## config.mk

```make
export PLATFORM = sky130hd
export DESIGN_NAME = timer_counter_flat
export DESIGN_NICKNAME = d
export VERILOG_FILES = /design/src/rtl/timer_counter_pkg.sv /design/src/rtl/timer_counter_if.sv /design/src/rtl/timer_counter.sv /design/src/flat_wrapper.sv
export SDC_FILE = /design/constraint.sdc
export NUM_CORES = 1
export LEC_CHECK = 0
export BUFFER_PORTS_ARGS = -buffer_cell sky130_fd_sc_hd__buf_2
export CORE_MARGIN = 5
export CORE_UTILIZATION = 54
export CTS_CLUSTER_SIZE = 30
export DETAILED_ROUTE_END_ITERATION = 10
export PLACE_DENSITY_LB_ADDON = 0.25
export SYNTH_ARGS = -nofsm -noshare
export SYNTH_HDL_FRONTEND = slang
export SYNTH_SLANG_ARGS = --single-unit
export TNS_END_PERCENT = 30
```

## constraint.sdc

```tcl
create_clock -name clk -period 2.9 [get_ports clk]
set_clock_uncertainty 0.2 [all_clocks]
set_input_delay 0.435 -clock clk [delete_from_list [all_inputs] [get_ports clk]]
set_output_delay 0.435 -clock clk [all_outputs]
set_load 0.01 [all_outputs]
```

## src/rtl/timer_counter_pkg.sv

```systemverilog
// Shared register map, CTRL layout, MODE codes and FSM encodings for the timer
// block and the bus bridge that selects it.
package timer_counter_pkg;

  localparam logic [31:0] OFF_CTRL   = 32'h0000_0000;
  localparam logic [31:0] OFF_PRESET = 32'h0000_0004;
  localparam logic [31:0] OFF_COUNT  = 32'h0000_0008;

  // Implemented CTRL width; the packed field order fixes bit positions:
  // bit0 EN, bits[2:1] MODE, bit3 IM.
  localparam int CTRL_W = 4;

  typedef struct packed {
    logic       im;
    logic [1:0] mode;
    logic       en;
  } ctrl_t;

  localparam logic [1:0] MODE_ONESHOT = 2'b00;
  localparam logic [1:0] MODE_RELOAD  = 2'b01;

  typedef enum logic [1:0] {
    ST_IDLE = 2'd0,
    ST_LOAD = 2'd1,
    ST_CNT  = 2'd2,
    ST_INT  = 2'd3
  } state_e;

  // Codes 1x behave as one-shot, so only the exact reload code reloads.
  function automatic logic is_reload(input logic [1:0] mode);
    return mode == MODE_RELOAD;
  endfunction

endpackage

```

## src/rtl/timer_counter_if.sv

```systemverilog
// CPU data-bus slice seen by the timer: word address, write strobe/data and
// combinational read data.
interface timer_counter_if;
  logic [31:0] addr;
  logic        we;
  logic [31:0] wdata;
  logic [31:0] rdata;

  modport master (output addr, output we, output wdata, input rdata);
  modport slave  (input addr, input we, input wdata, output rdata);
endinterface

```

## src/rtl/timer_counter.sv

```systemverilog
// Memory-mapped down-counter with one-shot / auto-reload modes and a maskable
// interrupt; three word registers at BASE_ADDR.
module timer_counter
  import timer_counter_pkg::*;
#(
  parameter logic [31:0] BASE_ADDR = 32'h0000_7f00
) (
  input  logic             clk,
  input  logic             reset,
  timer_counter_if.slave   bus,
  output logic             irq
);

  ctrl_t       ctrl_q, ctrl_d;
  logic [31:0] preset_q, preset_d;
  logic [31:0] count_q;
  logic        irq_flag_q;
  state_e      state_q;

  logic [31:0] offset;
  logic        sel_ctrl, sel_preset, sel_count;
  logic        wr_ctrl, wr_preset;
  logic        fsm_clr_en;
  logic        unused_addr_bits;

  // Byte-lane bits are ignored; BASE_ADDR is word-aligned.
  assign offset           = {bus.addr[31:2], 2'b00} - BASE_ADDR;
  assign unused_addr_bits = ^bus.addr[1:0];

  assign sel_ctrl   = (offset == OFF_CTRL);
  assign sel_preset = (offset == OFF_PRESET);
  assign sel_count  = (offset == OFF_COUNT);

  assign wr_ctrl    = bus.we && sel_ctrl;
  assign wr_preset  = bus.we && sel_preset;

  always_comb begin
    bus.rdata = '0;
    if (sel_ctrl)        bus.rdata = {{(32-CTRL_W){1'b0}}, ctrl_q};
    else if (sel_preset) bus.rdata = preset_q;
    else if (sel_count)  bus.rdata = count_q;
  end

  assign fsm_clr_en = (state_q == ST_INT) && !is_reload(ctrl_q.mode);

  // A CPU write to CTRL takes precedence over the one-shot EN clear.
  always_comb begin
    ctrl_d = ctrl_q;
    if (fsm_clr_en) ctrl_d.en = 1'b0;
    if (wr_ctrl)    ctrl_d = ctrl_t'(bus.wdata[CTRL_W-1:0]);
  end

  assign preset_d = wr_preset ? bus.wdata : preset_q;

  always_ff @(posedge clk) begin
    if (reset) begin
      ctrl_q     <= '0;
      preset_q   <= '0;
      count_q    <= '0;
      irq_flag_q <= 1'b0;
      state_q    <= ST_IDLE;
    end else begin
      ctrl_q   <= ctrl_d;
      preset_q <= preset_d;
      unique case (state_q)
        ST_IDLE: begin
          if (ctrl_q.en) begin
            irq_flag_q <= 1'b0;
            state_q    <= ST_LOAD;
          end
        end
        ST_LOAD: begin
          count_q <= preset_q;
          state_q <= ST_CNT;
        end
        ST_CNT: begin
          // Terminal count at 1 (or 0) so PRESET 0/1 both expire immediately.
          if (!ctrl_q.en) begin
            state_q <= ST_IDLE;
          end else if (count_q > 32'd1) begin
            count_q <= count_q - 32'd1;
          end else begin
            count_q    <= '0;
            irq_flag_q <= 1'b1;
            state_q    <= ST_INT;
          end
        end
        ST_INT: begin
          if (is_reload(ctrl_q.mode)) irq_flag_q <= 1'b0;
          state_q <= ST_IDLE;
        end
        default: state_q <= ST_IDLE;
      endcase
    end
  end

  assign irq = irq_flag_q & ctrl_q.im;

endmodule

```

## src/flat_wrapper.sv

```systemverilog
// flat-port wrapper written by rule: the top's interface ports become plain ports
module timer_counter_flat import timer_counter_pkg::*;
#(
  parameter logic [31:0] BASE_ADDR = 32'h0000_7f00
)
  (clk, reset, irq, bus_addr, bus_we, bus_wdata, bus_rdata);
  timer_counter_if bus_i ();
  input  logic clk;
  input  logic reset;
  output logic irq;
  input wire logic [$bits(bus_i.addr)-1:0] bus_addr;
  input wire logic [$bits(bus_i.we)-1:0] bus_we;
  input wire logic [$bits(bus_i.wdata)-1:0] bus_wdata;
  output wire logic [$bits(bus_i.rdata)-1:0] bus_rdata;
  assign bus_i.addr = bus_addr;
  assign bus_i.we = bus_we;
  assign bus_i.wdata = bus_wdata;
  assign bus_rdata = bus_i.rdata;
  timer_counter #(.BASE_ADDR(BASE_ADDR)) u_core (.clk(clk), .reset(reset), .bus(bus_i), .irq(irq));
endmodule
```

==> flow_results.xml, run 1 <==
<?xml version="1.0" encoding="UTF-8"?>
<metrics>
  <group name="worst_hold_path">
    <metric name="min_path_type" unit="">in -&gt; reg</metric>
  </group>
  <group name="global_routing">
    <metric name="grt_max_degree" unit="">43</metric>
    <metric name="grt_pass1_wl" unit="um">20700</metric>
    <metric name="overflow" unit="">0</metric>
    <metric name="first_global_vias" unit="">4325</metric>
    <metric name="antenna_found_initial" unit="">0</metric>
    <metric name="gr-usage-all-layers" unit="%">25.9</metric>
  </group>
  <group name="logic_synthesis">
    <metric name="yosys-top-cells-area" unit="">sky130_fd_sc_hd__dfxtp_1, sky130_fd_sc_hd__nand2_1, sky130_fd_sc_hd__nor2_1</metric>
    <metric name="syn_area_per_cell" unit="um2">7.14</metric>
    <metric name="most_used_flip_flop_cell_after_synthesis" unit="">sky130_fd_sc_hd__dfxtp_1</metric>
    <metric name="synth-edff-count" unit="">0</metric>
    <metric name="syn_inst" unit="">569</metric>
    <metric name="ys.warnings.count" unit="">0</metric>
    <metric name="netlist.top_cell.by_area" unit="">sky130_fd_sc_hd__dfxtp_1</metric>
    <metric name="synth_cell_types" unit="">54</metric>
    <metric name="syn-cell-area" unit="um2">4070</metric>
    <metric name="synth.yosys.seq_area_share" unit="%">35.0</metric>
    <metric name="synth_top_area_share" unit="%">35.0</metric>
    <metric name="fraction_of_registers_with_async_set_reset" unit="%">0</metric>
    <metric name="synthesis.nets" unit="">638</metric>
    <metric name="flop_and_latch_count_out_of_synthesis" unit="">71</metric>
  </group>
  <group name="drt">
    <metric name="met3RoutedLength" unit="um">1070</metric>
    <metric name="routed-via-count" unit="">4601</metric>
    <metric name="routed_wirelength" unit="um">12400</metric>
    <metric name="top_layer_used" unit="">met4</metric>
    <metric name="route.detailed.vias_per_inst" unit="">6.01</metric>
    <metric name="drc" unit="">0</metric>
    <metric name="routedLengthMet1" unit="um">5400</metric>
    <metric name="firstDrtPassIters" unit="">5</metric>
    <metric name="drt_first_iter_violations" unit="">318</metric>
    <metric name="mean_routed_wirelength_per_cell" unit="um">16.3</metric>
    <metric name="ant_nets" unit="">0</metric>
    <metric name="detailroute.wirelength.met2" unit="um">5760</metric>
  </group>
  <group name="clocking">
    <metric name="cts.reportedPaths.clkPinSlew" unit="ns">0.08</metric>
    <metric name="hold_fix_buffers_cts" unit="">0</metric>
    <metric name="clk-insertion-delay-late" unit="ns">0.36</metric>
    <metric name="clkSinkCount" unit="">71</metric>
    <metric name="tritoncts" unit="">built</metric>
    <metric name="cts.root.buffer_cell" unit="">sky130_fd_sc_hd__clkbuf_8</metric>
    <metric name="numCtsBuffers" unit="">9</metric>
    <metric name="h-tree-depth" unit="">3</metric>
    <metric name="cts_buffer_depth" unit="">2</metric>
  </group>
  <group name="sta">
    <metric name="slew_limit_fails" unit="">0</metric>
    <metric name="post-route-period-util" unit="%">94.6</metric>
    <metric name="hold_slack" unit="ns">0.105</metric>
    <metric name="grt_setup_unrepaired" unit="">false</metric>
    <metric name="layout_min_cycle_time" unit="ns">2.74</metric>
    <metric name="setup_viol" unit="">0</metric>
    <metric name="hold_viol" unit="">0</metric>
    <metric name="timing.setup.tns" unit="ns">0</metric>
    <metric name="timing.max_slew.rel_slack" unit="%">46.3</metric>
    <metric name="max_freq" unit="MHz">364</metric>
    <metric name="timing_worst_slew_pin_value" unit="ns">0.806</metric>
  </group>
  <group name="layout">
    <metric name="ff_latch_area" unit="um2">1420</metric>
    <metric name="layout.nets" unit="">731</metric>
    <metric name="drive_gt1_share" unit="%">26.0</metric>
    <metric name="final_cell_mix" unit="">sky130_fd_sc_hd__nand2_1, sky130_fd_sc_hd__buf_2, sky130_fd_sc_hd__dfxtp_1</metric>
    <metric name="area_of_combinational_cells_with_multiple_inputs" unit="um2">2480</metric>
    <metric name="antenna-diode-count" unit="">0</metric>
    <metric name="fill_cells" unit="">653</metric>
    <metric name="layout_commonest_cell" unit="">sky130_fd_sc_hd__nand2_1</metric>
    <metric name="syn_to_final_growth" unit="%">24.2</metric>
  </group>
  <group name="setup_path">
    <metric name="cp.required" unit="ns">2.92</metric>
    <metric name="end_kind" unit="">register</metric>
    <metric name="worst_ep_arrival_time" unit="ns">2.76</metric>
    <metric name="timing_worst_setup_path_type" unit="">reg -&gt; reg</metric>
    <metric name="critical_path.startpoint_type" unit="">register</metric>
    <metric name="critical_path_peak_fanout" unit="">9</metric>
  </group>
  <group name="floorplan">
    <metric name="placementRows" unit="">31</metric>
    <metric name="fp.dieArea" unit="um2">9360</metric>
    <metric name="floorplan.initialDensity" unit="%">55.7</metric>
    <metric name="fp.dieW" unit="um">96.8</metric>
    <metric name="coreArea" unit="um2">7290</metric>
    <metric name="die-height" unit="um">96.8</metric>
    <metric name="num_io_pins" unit="">100</metric>
  </group>
  <group name="power">
    <metric name="power.ir.vdd_worst" unit="mV">0.248</metric>
    <metric name="power_density" unit="nW/um2">393</metric>
    <metric name="p_leak" unit="uW">0.00194</metric>
  </group>
  <group name="place">
    <metric name="port_buffers" unit="">97</metric>
    <metric name="weighted_congestion_reported_at_the_end_of_routability_driven_placement" unit="">0.922</metric>
    <metric name="place_hpwl" unit="um">8590</metric>
  </group>
  <group name="run_status">
    <metric name="outcome" unit="">complete, no violations</metric>
  </group>
  <group name="run">
    <metric name="max-cap-violations" unit="">0</metric>
  </group>
</metrics>
-- metal layers --
layer  up-vias  track usage, %
li1       2227               -
met1      2114            33.1
met2       239            43.1
met3        21            6.47
met4         0            7.56
met5         -               0
-- cell type report --
cell class                 instances  share of cell area (%)
clock buffer                      12                    3.27
clock inverter                     3                    1.29
inverter                           5                   0.372
multi-input combinational        446                    49.1
sequential                        71                    28.2
tap                               99                    2.45
timing repair buffer             129                    15.3
-- kinds of logic (layout without fill, tap and decap cells) --
| family | Yosys count | in the layout | share of synthesized area, % |
|---|---|---|---|
| AND/OR/NAND/NOR | 262 | 262 | 29.3 |
| AO/OA/AOI/OAI | 169 | 169 | 26.6 |
| flip-flops | 71 | 71 | 35.0 |
| buffers and inverters | 52 | 149 | 5.42 |
| multiplexers | 11 | 11 | 2.71 |
| adder cells (fa/ha/maj) | 2 | 2 | 0.615 |
| XOR/XNOR | 2 | 2 | 0.431 |
-- stage by stage --
step	util [%]	total power [uW]	instances	instance area, um2	setup slack, ns
floorplan	-	1030	569	4070	0.188
global placement	65.2	1090	749	4750	0.0393
detailed placement	65.2	1090	749	4750	0.0382
CTS	68.3	1980	764	4980	0.0378
global route	69.2	2040	765	5050	0.0622
finish	69.2	1980	765	5050	0.156
-- worst max-delay path, cell delays in order (launching register included) --
cell and delay, ns:
sky130_fd_sc_hd__dfxtp_1 0.39, sky130_fd_sc_hd__or4_4 0.61, sky130_fd_sc_hd__or4_4 0.48, sky130_fd_sc_hd__o41a_1 0.42
sky130_fd_sc_hd__a32o_1 0.31, sky130_fd_sc_hd__a22oi_2 0.13, sky130_fd_sc_hd__nor2_1 0.06
-- timing repair --
item / CTS / global route
buffers inserted: 0 / 1
setup endpoints to repair: 0 / 24
gates resized for setup: 0 / 19
-- power by group --
part	leakage, uW	switching (uW)	internal [uW]
logic	0.00125	51.2	42.2
registers	0.000571	0.000000771	974
clock network	0.000118	365	549
total	0.00194	416	1570
-- state kept, by name, summed over array words and instances (netlist names) --
name,cells
u_core.preset_q,32
u_core.count_q,32
u_core.irq_flag_q,1
u_core.state_q,2
u_core.ctrl_q,4
-- path summary, 6_finish.rpt --
kind / startpoint / end / slack [ns] / depth (start not counted)
max reg2reg: u_core.count_q[25] / u_core.count_q[2] / 0.16 / 6
max: u_core.count_q[25] / u_core.count_q[2] / 0.16 / 6
min reg2reg: u_core.preset_q[10] / u_core.preset_q[10] / 0.27 / 2
min: bus_wdata[17] / u_core.preset_q[17] / 0.11 / 3
-- cell usage after synthesis, drive strengths merged, types with 2 or more instances --
library cell / count
a22oi: 30
or2: 2
buf: 10
a31o: 2
nor2: 73
ha: 2
a31oi: 7
or3: 2
or4: 6
inv: 5
a211oi: 18
nand2b: 5
or4b: 2
o21ai: 34
a21oi: 54
nand4: 3
nor3: 17
xor2: 2
nand2: 116
nor4b: 3
nor4: 13
nand3: 8
clkbuf: 37
o41ai: 2
o31ai: 5
a32o: 2
dfxtp: 71
a22o: 2
nor2b: 5
a311oi: 3
mux2i: 11
Power figures use the tool's default switching activity.
==> run 2, diff against run 1 <==
==> constraint.sdc (replaced) <==
create_clock -name clk -period 2.9 [get_ports clk]
set_clock_uncertainty 0.2 [all_clocks]
set_input_delay 0.435 -clock clk [delete_from_list [all_inputs] [get_ports clk]]
set_output_delay 0.435 -clock clk [all_outputs]
set_load 0.005 [all_outputs]
==> run 2 against run 1 <==
Sequential share of layout area is 0.50 points higher. Core utilization is 1.2 points lower. Non-clock buffer count is 1 lower. Final cell count stayed put. Die area stayed put. Critical path type is now in -> out.
==> flow_results.xml, run 2 (synthesized netlist as in run 1, its figures left out) <==
<?xml version="1.0" encoding="UTF-8"?>
<metrics>
  <group name="sta">
    <metric name="hold_slack" unit="ns">0.111</metric>
    <metric name="post-route-period-util" unit="%">96.1</metric>
    <metric name="slew_limit_fails" unit="">0</metric>
    <metric name="hold_viol" unit="">0</metric>
    <metric name="layout_min_cycle_time" unit="ns">2.79</metric>
    <metric name="setup_viol" unit="">0</metric>
    <metric name="timing.max_slew.rel_slack" unit="%">47.8</metric>
    <metric name="grt_setup_unrepaired" unit="">false</metric>
    <metric name="timing_worst_slew_pin_value" unit="ns">0.783</metric>
    <metric name="max_freq" unit="MHz">359</metric>
    <metric name="post-route-worst-setup-slack" unit="ns">0.113</metric>
  </group>
  <group name="setup_path">
    <metric name="end_kind" unit="">output pin</metric>
    <metric name="critical_path.startpoint_type" unit="">input port</metric>
    <metric name="critical_path_peak_fanout" unit="">14</metric>
    <metric name="timing_worst_setup_path_type" unit="">in -&gt; out</metric>
    <metric name="worst_ep_arrival_time" unit="ns">2.15</metric>
    <metric name="cp.required" unit="ns">2.27</metric>
  </group>
  <group name="layout">
    <metric name="reg.largest.list" unit="">u_core.count_q: 32 flops, u_core.preset_q: 32 flops, u_core.ctrl_q: 4 flops</metric>
    <metric name="finalCoreUtilization" unit="%">68.0</metric>
    <metric name="final_cell_mix" unit="">sky130_fd_sc_hd__nand2_1, sky130_fd_sc_hd__buf_2, sky130_fd_sc_hd__nor2_1</metric>
    <metric name="layout_commonest_cell" unit="">sky130_fd_sc_hd__nand2_1</metric>
    <metric name="syn_to_final_growth" unit="%">22.0</metric>
    <metric name="antenna-diode-count" unit="">0</metric>
    <metric name="fill_cells" unit="">663</metric>
    <metric name="layout.nets" unit="">730</metric>
    <metric name="drive_gt1_share" unit="%">23.7</metric>
    <metric name="final_cells" unit="">765</metric>
    <metric name="post-route-cell-area" unit="um2">4960</metric>
  </group>
  <group name="drt">
    <metric name="ant_nets" unit="">0</metric>
    <metric name="route.detailed.vias_per_inst" unit="">5.94</metric>
    <metric name="firstDrtPassIters" unit="">5</metric>
    <metric name="mean_routed_wirelength_per_cell" unit="um">15.9</metric>
    <metric name="drt_first_iter_violations" unit="">304</metric>
    <metric name="drc" unit="">0</metric>
    <metric name="routed-via-count" unit="">4542</metric>
    <metric name="routed_wirelength" unit="um">12200</metric>
  </group>
  <group name="clocking">
    <metric name="postCtsSetupRepairBufs" unit="">0</metric>
    <metric name="cts.root.buffer_cell" unit="">sky130_fd_sc_hd__clkbuf_8</metric>
    <metric name="clkSinkCount" unit="">71</metric>
    <metric name="numCtsBuffers" unit="">9</metric>
    <metric name="hold_fix_buffers_cts" unit="">0</metric>
    <metric name="h-tree-depth" unit="">3</metric>
    <metric name="cts_resized" unit="">0</metric>
    <metric name="clk-insertion-delay-late" unit="ns">0.35</metric>
    <metric name="cts_buffer_depth" unit="">2</metric>
    <metric name="cts.reportedPaths.clkPinSlew" unit="ns">0.08</metric>
    <metric name="tritoncts" unit="">built</metric>
  </group>
  <group name="global_routing">
    <metric name="overflow" unit="">0</metric>
    <metric name="global_route.usage.met3" unit="%">6.12</metric>
    <metric name="gr-usage-all-layers" unit="%">25.5</metric>
    <metric name="grt_max_degree" unit="">42</metric>
    <metric name="first_global_vias" unit="">4283</metric>
    <metric name="grt_pass1_wl" unit="um">20400</metric>
    <metric name="most_utilized_layer_in_the_global_route_result" unit="">met2</metric>
    <metric name="antenna_found_initial" unit="">0</metric>
    <metric name="global_route.usage.met2" unit="%">42.3</metric>
    <metric name="globalRouteMet1Util" unit="%">32.0</metric>
  </group>
  <group name="floorplan">
    <metric name="fp.dieArea" unit="um2">9360</metric>
    <metric name="num_io_pins" unit="">100</metric>
    <metric name="floorplan.initialDensity" unit="%">55.7</metric>
    <metric name="die-height" unit="um">96.8</metric>
    <metric name="coreArea" unit="um2">7290</metric>
    <metric name="placementRows" unit="">31</metric>
    <metric name="fp.dieW" unit="um">96.8</metric>
  </group>
  <group name="power">
    <metric name="power_density" unit="nW/um2">378</metric>
    <metric name="power.ir.vdd_worst" unit="mV">0.269</metric>
    <metric name="p_leak" unit="uW">0.00190</metric>
  </group>
  <group name="place">
    <metric name="post-place-ws" unit="ns">-0.0109</metric>
    <metric name="dpl.cell_count" unit="">749</metric>
    <metric name="post_dp_cell_area" unit="um2">4750</metric>
    <metric name="weighted_congestion_reported_at_the_end_of_routability_driven_placement" unit="">0.932</metric>
    <metric name="place_hpwl" unit="um">8600</metric>
    <metric name="port_buffers" unit="">97</metric>
  </group>
  <group name="run_status">
    <metric name="outcome" unit="">complete, no violations</metric>
  </group>
  <group name="worst_hold_path">
    <metric name="min_path_type" unit="">in -&gt; reg</metric>
  </group>
  <group name="run">
    <metric name="max-cap-violations" unit="">0</metric>
  </group>
</metrics>
[run 2: final timing paths]
| path | to | start | slack, ns | cells after the start |
|---|---|---|---|---|
| worst min register to register | u_core.preset_q[8] | u_core.preset_q[8] | 0.27 | 2 |
| worst max register to register | u_core.irq_flag_q | u_core.count_q[25] | 0.12 | 6 |
| worst min-delay path | u_core.preset_q[17] | bus_wdata[17] | 0.11 | 3 |
| worst max-delay path | bus_rdata[27] | bus_addr[21] | 0.11 | 8 |
[run 2: where the power goes]
part | leakage [uW] | total, uW | switching [uW] | internal [uW]
registers | 0.000571 | 974 | 0.000000766 | 974
clock network | 0.0000916 | 809 | 390 | 419
logic | 0.00124 | 92.0 | 50.0 | 41.9
[run 2: metrics by stage]
| stage | setup TNS, ns | power [uW] |
|---|---|---|
| 2_1_floorplan | 0 | 1030 |
| 3_3_place_gp | 0 | 1090 |
| 3_5_place_dp | -0.0109 | 1090 |
| 4_1_cts | 0 | 1880 |
| 5_1_grt | 0 | 1930 |
| 6_report | 0 | 1880 |
[run 2: final cells by class]
| type | count | area, um2 | share of cell area (%) |
|---|---|---|---|
| multi-input combinational | 446 | 2440 | 49.1 |
| sequential | 71 | 1420 | 28.7 |
| timing repair buffer | 128 | 759 | 15.3 |
| clock buffer | 11 | 141 | 2.85 |
| tap | 99 | 124 | 2.50 |
| clock inverter | 5 | 57.6 | 1.16 |
| inverter | 5 | 18.8 | 0.378 |
[run 2: critical path, cell delays in order]
cell	delay, ns
sky130_fd_sc_hd__buf_2	0.10
sky130_fd_sc_hd__or4b_2	0.67
sky130_fd_sc_hd__nor4_2	0.15
sky130_fd_sc_hd__nand4_1	0.15
sky130_fd_sc_hd__buf_6	0.18
sky130_fd_sc_hd__buf_4	0.18
sky130_fd_sc_hd__nor2_1	0.15
sky130_fd_sc_hd__buf_2	0.13
[run 2: layer usage]
layer,vias to the layer above,wire [um]
met3,19,1140
met1,2068,5180
met2,230,5630
li1,2225,-
met5,-,0
met4,0,210
